--- config.mk ---
export PLATFORM = sky130hd
export DESIGN_NAME = nasti_rd_arbiter_flat
export DESIGN_NICKNAME = d
export VERILOG_FILES = /design/src/rtl/nasti_rd_arbiter_if.sv /design/src/rtl/nasti_rd_arbiter.sv /design/src/flat_wrapper.sv
export SDC_FILE = /design/constraint.sdc
export NUM_CORES = 1
export LEC_CHECK = 0
export ABC_AREA = 1
export BUFFER_PORTS_ARGS = -buffer_cell sky130_fd_sc_hd__buf_2
export CORE_AREA = 2 2 66 68
export CTS_CLUSTER_DIAMETER = 50
export CTS_CLUSTER_SIZE = 24
export DETAILED_ROUTE_END_ITERATION = 10
export DIE_AREA = 0 0 68 70
export HOLD_SLACK_MARGIN = 0.15
export PLACE_DENSITY_LB_ADDON = 0.3
export SLEW_MARGIN = 5
export SYNTH_ARGS = -nofsm -noshare
export SYNTH_HDL_FRONTEND = slang
export SYNTH_SLANG_ARGS = --single-unit
--- constraint.sdc ---
create_clock -name clk -period 2.1 [get_ports clk]
set_clock_uncertainty 0.1 [all_clocks]
set_input_delay 0 -clock clk [delete_from_list [all_inputs] [get_ports clk]]
set_output_delay 0 -clock clk [all_outputs]
set_load 0.005 [all_outputs]
--- src/rtl/nasti_rd_arbiter_if.sv ---
// NASTI read-path bundle: two requester AR/R ports plus one downstream port.
// The slave modport is the arbiter's view; the master modport is the environment's.
interface nasti_rd_arbiter_if #(
    parameter int ID_WIDTH   = 1,
    parameter int ADDR_WIDTH = 8,
    parameter int DATA_WIDTH = 8
);
    logic [1:0]              s_ar_valid;
    logic [1:0]              s_ar_ready;
    logic [2*ID_WIDTH-1:0]   s_ar_id;
    logic [2*ADDR_WIDTH-1:0] s_ar_addr;
    logic [15:0]             s_ar_len;
    logic [1:0]              s_r_valid;
    logic [1:0]              s_r_ready;
    logic [ID_WIDTH-1:0]     s_r_id;
    logic [DATA_WIDTH-1:0]   s_r_data;
    logic [1:0]              s_r_resp;
    logic                    s_r_last;
    logic                    m_ar_valid;
    logic                    m_ar_ready;
    logic [ID_WIDTH-1:0]     m_ar_id;
    logic [ADDR_WIDTH-1:0]   m_ar_addr;
    logic [7:0]              m_ar_len;
    logic                    m_r_valid;
    logic                    m_r_ready;
    logic [ID_WIDTH-1:0]     m_r_id;
    logic [DATA_WIDTH-1:0]   m_r_data;
    logic [1:0]              m_r_resp;
    logic                    m_r_last;

    modport slave (
        input  s_ar_valid, s_ar_id, s_ar_addr, s_ar_len, s_r_ready,
        input  m_ar_ready, m_r_valid, m_r_id, m_r_data, m_r_resp, m_r_last,
        output s_ar_ready, s_r_valid, s_r_id, s_r_data, s_r_resp, s_r_last,
        output m_ar_valid, m_ar_id, m_ar_addr, m_ar_len, m_r_ready
    );

    modport master (
        output s_ar_valid, s_ar_id, s_ar_addr, s_ar_len, s_r_ready,
        output m_ar_ready, m_r_valid, m_r_id, m_r_data, m_r_resp, m_r_last,
        input  s_ar_ready, s_r_valid, s_r_id, s_r_data, s_r_resp, s_r_last,
        input  m_ar_valid, m_ar_id, m_ar_addr, m_ar_len, m_r_ready
    );
endinterface

--- src/rtl/nasti_rd_arbiter.sv ---
// Two-requester round-robin NASTI read arbiter, one burst outstanding,
// with a sticky burst-length check on the downstream R stream.
module nasti_rd_arbiter #(
    parameter int ID_WIDTH   = 1,
    parameter int ADDR_WIDTH = 8,
    parameter int DATA_WIDTH = 8
) (
    input  logic       clk,
    input  logic       rstn,
    nasti_rd_arbiter_if.slave bus,
    output logic [1:0] grant,
    output logic       len_err
);
    typedef enum logic [1:0] {IDLE, ADDR, DATA} state_t;

    state_t                r_state;
    state_t                w_next;
    logic                  r_owner;
    logic                  r_last_owner;
    logic [7:0]            r_cnt;
    logic                  r_len_err;
    logic [ID_WIDTH-1:0]   r_id;
    logic [ADDR_WIDTH-1:0] r_addr;
    logic [7:0]            r_len;
    logic                  w_sel;
    logic                  w_ar_hs;
    logic                  w_beat;

    // Both requesting: favour whoever did not own the previous burst.
    assign w_sel   = (&bus.s_ar_valid) ? ~r_last_owner : bus.s_ar_valid[1];
    assign w_ar_hs = (r_state == IDLE) && (|bus.s_ar_valid);
    assign w_beat  = (r_state == DATA) && bus.m_r_valid
                     && bus.s_r_ready[r_owner];

    always_ff @(posedge clk or negedge rstn) begin
        if (!rstn) begin
            r_state <= IDLE;
        end else begin
            r_state <= w_next;
        end
    end

    always_comb begin
        w_next = r_state;
        unique case (r_state)
            IDLE:    if (|bus.s_ar_valid) w_next = ADDR;
            ADDR:    if (bus.m_ar_ready) w_next = DATA;
            DATA:    if (w_beat && bus.m_r_last) w_next = IDLE;
            default: w_next = IDLE;
        endcase
    end

    always_comb begin
        bus.s_ar_ready = 2'b00;
        bus.s_r_valid  = 2'b00;
        bus.m_ar_valid = 1'b0;
        bus.m_r_ready  = 1'b0;
        grant          = 2'b00;
        unique case (r_state)
            IDLE: begin
                bus.s_ar_ready[w_sel] = |bus.s_ar_valid;
            end
            ADDR: begin
                bus.m_ar_valid = 1'b1;
                grant[r_owner] = 1'b1;
            end
            DATA: begin
                bus.m_r_ready          = bus.s_r_ready[r_owner];
                bus.s_r_valid[r_owner] = bus.m_r_valid;
                grant[r_owner]         = 1'b1;
            end
            default: ;
        endcase
    end

    always_ff @(posedge clk or negedge rstn) begin
        if (!rstn) begin
            r_owner      <= 1'b0;
            r_last_owner <= 1'b1;
            r_cnt        <= 8'd0;
            r_len_err    <= 1'b0;
        end else begin
            if (w_ar_hs) begin
                r_owner <= w_sel;
                r_cnt   <= 8'd0;
            end
            if (w_beat) begin
                r_cnt <= r_cnt + 8'd1;
                if (bus.m_r_last) r_last_owner <= r_owner;
                // Early last, or a full count of beats without last.
                if (bus.m_r_last ? (r_cnt != r_len) : (r_cnt == r_len))
                    r_len_err <= 1'b1;
            end
        end
    end

    always_ff @(posedge clk) begin
        if (w_ar_hs) begin
            r_id   <= w_sel ? bus.s_ar_id[ID_WIDTH +: ID_WIDTH]
                            : bus.s_ar_id[0 +: ID_WIDTH];
            r_addr <= w_sel ? bus.s_ar_addr[ADDR_WIDTH +: ADDR_WIDTH]
                            : bus.s_ar_addr[0 +: ADDR_WIDTH];
            r_len  <= w_sel ? bus.s_ar_len[15:8] : bus.s_ar_len[7:0];
        end
    end

    assign bus.m_ar_id   = r_id;
    assign bus.m_ar_addr = r_addr;
    assign bus.m_ar_len  = r_len;
    assign bus.s_r_id    = bus.m_r_id;
    assign bus.s_r_data  = bus.m_r_data;
    assign bus.s_r_resp  = bus.m_r_resp;
    assign bus.s_r_last  = bus.m_r_last;
    assign len_err       = r_len_err;
endmodule

--- src/flat_wrapper.sv ---
// flat-port wrapper written by rule: the top's interface ports become plain ports
module nasti_rd_arbiter_flat 
#(
    parameter int ID_WIDTH   = 1,
    parameter int ADDR_WIDTH = 8,
    parameter int DATA_WIDTH = 8
)
  (clk, rstn, grant, len_err, bus_s_ar_valid, bus_s_ar_id, bus_s_ar_addr, bus_s_ar_len, bus_s_r_ready, bus_m_ar_ready, bus_m_r_valid, bus_m_r_id, bus_m_r_data, bus_m_r_resp, bus_m_r_last, bus_s_ar_ready, bus_s_r_valid, bus_s_r_id, bus_s_r_data, bus_s_r_resp, bus_s_r_last, bus_m_ar_valid, bus_m_ar_id, bus_m_ar_addr, bus_m_ar_len, bus_m_r_ready);
  nasti_rd_arbiter_if #(.ID_WIDTH(ID_WIDTH), .ADDR_WIDTH(ADDR_WIDTH), .DATA_WIDTH(DATA_WIDTH)) bus_i ();
  input  logic clk;
  input  logic rstn;
  output logic [1:0] grant;
  output logic len_err;
  input wire logic [$bits(bus_i.s_ar_valid)-1:0] bus_s_ar_valid;
  input wire logic [$bits(bus_i.s_ar_id)-1:0] bus_s_ar_id;
  input wire logic [$bits(bus_i.s_ar_addr)-1:0] bus_s_ar_addr;
  input wire logic [$bits(bus_i.s_ar_len)-1:0] bus_s_ar_len;
  input wire logic [$bits(bus_i.s_r_ready)-1:0] bus_s_r_ready;
  input wire logic [$bits(bus_i.m_ar_ready)-1:0] bus_m_ar_ready;
  input wire logic [$bits(bus_i.m_r_valid)-1:0] bus_m_r_valid;
  input wire logic [$bits(bus_i.m_r_id)-1:0] bus_m_r_id;
  input wire logic [$bits(bus_i.m_r_data)-1:0] bus_m_r_data;
  input wire logic [$bits(bus_i.m_r_resp)-1:0] bus_m_r_resp;
  input wire logic [$bits(bus_i.m_r_last)-1:0] bus_m_r_last;
  output wire logic [$bits(bus_i.s_ar_ready)-1:0] bus_s_ar_ready;
  output wire logic [$bits(bus_i.s_r_valid)-1:0] bus_s_r_valid;
  output wire logic [$bits(bus_i.s_r_id)-1:0] bus_s_r_id;
  output wire logic [$bits(bus_i.s_r_data)-1:0] bus_s_r_data;
  output wire logic [$bits(bus_i.s_r_resp)-1:0] bus_s_r_resp;
  output wire logic [$bits(bus_i.s_r_last)-1:0] bus_s_r_last;
  output wire logic [$bits(bus_i.m_ar_valid)-1:0] bus_m_ar_valid;
  output wire logic [$bits(bus_i.m_ar_id)-1:0] bus_m_ar_id;
  output wire logic [$bits(bus_i.m_ar_addr)-1:0] bus_m_ar_addr;
  output wire logic [$bits(bus_i.m_ar_len)-1:0] bus_m_ar_len;
  output wire logic [$bits(bus_i.m_r_ready)-1:0] bus_m_r_ready;
  assign bus_i.s_ar_valid = bus_s_ar_valid;
  assign bus_i.s_ar_id = bus_s_ar_id;
  assign bus_i.s_ar_addr = bus_s_ar_addr;
  assign bus_i.s_ar_len = bus_s_ar_len;
  assign bus_i.s_r_ready = bus_s_r_ready;
  assign bus_i.m_ar_ready = bus_m_ar_ready;
  assign bus_i.m_r_valid = bus_m_r_valid;
  assign bus_i.m_r_id = bus_m_r_id;
  assign bus_i.m_r_data = bus_m_r_data;
  assign bus_i.m_r_resp = bus_m_r_resp;
  assign bus_i.m_r_last = bus_m_r_last;
  assign bus_s_ar_ready = bus_i.s_ar_ready;
  assign bus_s_r_valid = bus_i.s_r_valid;
  assign bus_s_r_id = bus_i.s_r_id;
  assign bus_s_r_data = bus_i.s_r_data;
  assign bus_s_r_resp = bus_i.s_r_resp;
  assign bus_s_r_last = bus_i.s_r_last;
  assign bus_m_ar_valid = bus_i.m_ar_valid;
  assign bus_m_ar_id = bus_i.m_ar_id;
  assign bus_m_ar_addr = bus_i.m_ar_addr;
  assign bus_m_ar_len = bus_i.m_ar_len;
  assign bus_m_r_ready = bus_i.m_r_ready;
  nasti_rd_arbiter #(.ID_WIDTH(ID_WIDTH), .ADDR_WIDTH(ADDR_WIDTH), .DATA_WIDTH(DATA_WIDTH)) u_core (.clk(clk), .rstn(rstn), .bus(bus_i), .grant(grant), .len_err(len_err));
endmodule
==> results.txt <==
The upper clock frequency limit came out at 514 MHz. The first TritonRoute pass finished after 4 iterations. The footprint of the flip-flops and latches came out at 837 um2.

For this block, the routed nets add up to 4.93 mm of wire. The initial antenna violation count came out at 0. The vertical extent of the die is 70 um.

Leaving out fill and tap cells, the most frequent cell in the layout is sky130_fd_sc_hd__nand2_1. The smallest clock period supported by the final layout is computed as 1.94 ns. The floorplan step set the die width to 68 um. After routing, the total negative slack on setup checks comes to 0 ns. The via count of the first global-routing pass is 1,838. The overall power is 2320 uW. Across the run, the number of max-cap violations was 0. The clock latency of the later-clocked register in the worst-skew pair is 0.27 ns. For the pin with the worst max-slew slack, the measured transition is 0.578 ns. The library cells used most frequently in the layout, excluding fill and tap cells, are sky130_fd_sc_hd__nand2_1 (90), sky130_fd_sc_hd__buf_2 (69), sky130_fd_sc_hd__dlygate4sd3_1 (55).

In this run the worst hold path is classified as in -> reg. The netlist area before placement came out at 1750 um2. The number of rows in the core area came out at 24. TritonCTS built the clock tree. The number of warnings issued by yosys came out at 0.

The number of antenna repair diodes came out at 0. The HPWL after detailed placement came out at 2.92 mm. The number of top-level design ports is 92. The share of synthesized area occupied by flip-flops and latches is 0.479. Of all nets on the critical path, the largest fanout is 4. The total die area came out at 4760 um2. The worst voltage drop across the vdd grid came out at 0.502 mV. The area growth from synthesis to final layout is 54.4%.

The number of buffers added for setup after CTS came out at 0. Data arrives at the worst endpoint at 2.05 ns. The worst relative slew slack came out at 0.614. In this run the power density over the cells is 860 nW/um2. The share of the cycle needed by the critical path after routing came out at 0.926. For this run, design rule violations remaining after detail routing come to 0. For this design, the slowest cell found on the critical path is sky130_fd_sc_hd__dlygate4sd3_1. The placed cell count is 323.

The number of endpoints with negative hold slack in the final report came out at 0. After the first detailed-routing iteration, the DRC count stood at 90. The first-pass GRT wire length is 8.03 mm. Entering global routing, the biggest net connects 20 pins. The overall via count from detail_route came out at 1,759. STA classifies the critical path endpoint as a flop. In the final layout, the share of cells above drive strength 1 is 0.281.

The TritonCTS buffer count is 5. The remaining number of nets flagged by the antenna check after routing is 0. The root buffer cell chosen for the clock tree is sky130_fd_sc_hd__clkbuf_8. The cell area after layout came out at 2700 um2. The average wire length per cell after detail routing came out at 12.8 um.

Synthesis inferred 30 register bits. Excluding fillers, the count of instances in the completed layout stands at 386. The total number of nets in the final design came out at 392. The run finished with clean final reports. On the worst path, the slowest cell contributes a delay of 0.60 ns. The category of the worst setup path launch point is a flop. The area of the multi-input gates is 709 um2. The startpoint-to-endpoint class of the critical path is reg -> reg. The initial core utilization came out at 0.422. The core region area is 4140 um2.

CTS saw 30 sinks. The number of I/O port buffers came out at 69. Setup repair after global routing left no endpoint under its margin. STA puts the critical path data required time at 2.20 ns. The maximum clock insertion buffer count is 2. The clock transition time at the flip-flop clock pins of the worst setup and hold paths is 0.06 ns.

The critical path goes through inv_1, ha_2, nand2_1, inv_2, nand3_2, dlygate4sd3_1, o21ai_1. The post-synthesis area per instance came out at 8.13 um2. The synthesized netlist cell count is 215.

The max-slew violation count came to 0. The remaining global-route overflow came out at 0. The number of distinct library cells after synthesis is 27. The net count after synthesis came out at 274. The global-route usage over all layers came out at 0.227. The final estimated routing congestion in global placement came out at 0.893. The kind of cell adding the most delay to the critical path is buffers and inverters. Using the TritonRoute via totals, the vias-per-cell ratio works out to 4.56. Setup violations remaining at the end of the flow were counted as 0. The buffers plus inverters on the worst setup path is 3. The H-tree was split into 2 levels. After filler insertion, the fill cell instance count of the layout stands at 349. The static leakage is 0.00137 uW. Once placement finished, the instance area stood at 2070 um2.
## synth_stat cells, drive strengths merged
| cell | instances | area share |
|---|---|---|
| a21oi | 1 | 0.0029 |
| buf | 14 | 0.057 |
| dfrtp | 12 | 0.17 |
| dfstp | 1 | 0.015 |
| edfxtp | 17 | 0.29 |
| ha | 5 | 0.036 |
| inv | 27 | 0.059 |
| nand2 | 95 | 0.22 |
| nand3 | 6 | 0.020 |
| nand4 | 1 | 0.0036 |
| nor2 | 16 | 0.046 |
| nor3 | 1 | 0.0029 |
| o21ai | 9 | 0.030 |
| o21bai | 1 | 0.0043 |
| o22ai | 2 | 0.0072 |
| xnor2 | 4 | 0.020 |
| xor2 | 3 | 0.015 |
## kinds of logic after synthesis
| kind of cell | Yosys count | share of synthesized area |
|---|---|---|
| AND/OR/NAND/NOR | 119 | 0.289 |
| buffers and inverters | 41 | 0.117 |
| flip-flops | 30 | 0.479 |
| AO/OA/AOI/OAI | 13 | 0.0444 |
| XOR/XNOR | 7 | 0.0351 |
| adder cells (fa/ha/maj) | 5 | 0.0358 |
## worst reg2reg max path: stages (launching register included)
cell and delay (ns):
sky130_fd_sc_hd__dfrtp_1 0.43, sky130_fd_sc_hd__inv_1 0.10, sky130_fd_sc_hd__ha_2 0.21, sky130_fd_sc_hd__nand2_1 0.10
sky130_fd_sc_hd__inv_2 0.10, sky130_fd_sc_hd__nand3_2 0.10, sky130_fd_sc_hd__dlygate4sd3_1 0.60, sky130_fd_sc_hd__o21ai_1 0.13
## routing by layer
layer | vias to the layer above | share of wire | track usage | wire [um]
met5 | - | 0 | 0 | 0
met4 | 0 | 0.031 | 0.109 | 155
met3 | 18 | 0.054 | 0.0709 | 264
met2 | 71 | 0.53 | 0.386 | 2620
met1 | 780 | 0.38 | 0.248 | 1900
li1 | 890 | - | - | -
## where the power goes
group | switching [uW] | total, uW | leakage (uW) | internal, uW
registers | 109 | 946 | 0.000331 | 837
logic | 531 | 937 | 0.000997 | 406
clock network | 203 | 438 | 0.0000395 | 235
total | 843 | 2320 | 0.00137 | 1480
## timing repair
item / 4_1_cts / 5_1_grt
resized for setup: 0 / 3
hold buffers: 55 / 0
setup endpoints to repair: 0 / 1
hold endpoints to repair: 54 / 0
## cell type report
| cell class | instances | share of cell area |
|---|---|---|
| repair buffers | 125 | 0.335 |
| flip-flops and latches | 30 | 0.310 |
| multi-input cells | 144 | 0.263 |
| inverters | 27 | 0.0385 |
| clock buffers | 8 | 0.0297 |
| well taps | 52 | 0.0241 |
## sequential cells by signal (all words and copies together) (netlist names)
name	count
u_core.r_state	2
u_core.r_owner	1
u_core.r_cnt	8
u_core.bus.m_ar_addr	8
u_core.r_last_owner	1
u_core.bus.m_ar_id	1
u_core.bus.m_ar_len	8
u_core.len_err	1
## path summary, 6_finish.rpt
path	cells after the start	to	from	slack, ns
min	6	u_core.r_cnt[3]	bus_m_r_valid	0.16
min in group asynchronous	3	u_core.r_last_owner	rstn	0.65
max reg2reg	7	u_core.r_last_owner	u_core.r_state[0]	0.16
max	7	u_core.r_last_owner	u_core.r_state[0]	0.16
min reg2reg	2	u_core.len_err	u_core.len_err	0.37
max in group asynchronous	4	u_core.r_state[1]	rstn	0.26
## per-stage QoR
stage	utilization	setup WS (ns)	hold WS (ns)
floorplan	-	0.532	-0.396
global placement	0.498	0.517	-0.192
detailed placement	0.498	0.512	-0.191
CTS	0.651	0.0537	0.188
global route	0.651	0.0135	0.186
finish	0.651	0.156	0.161
Note: power is estimated with default switching activity, not from simulation.
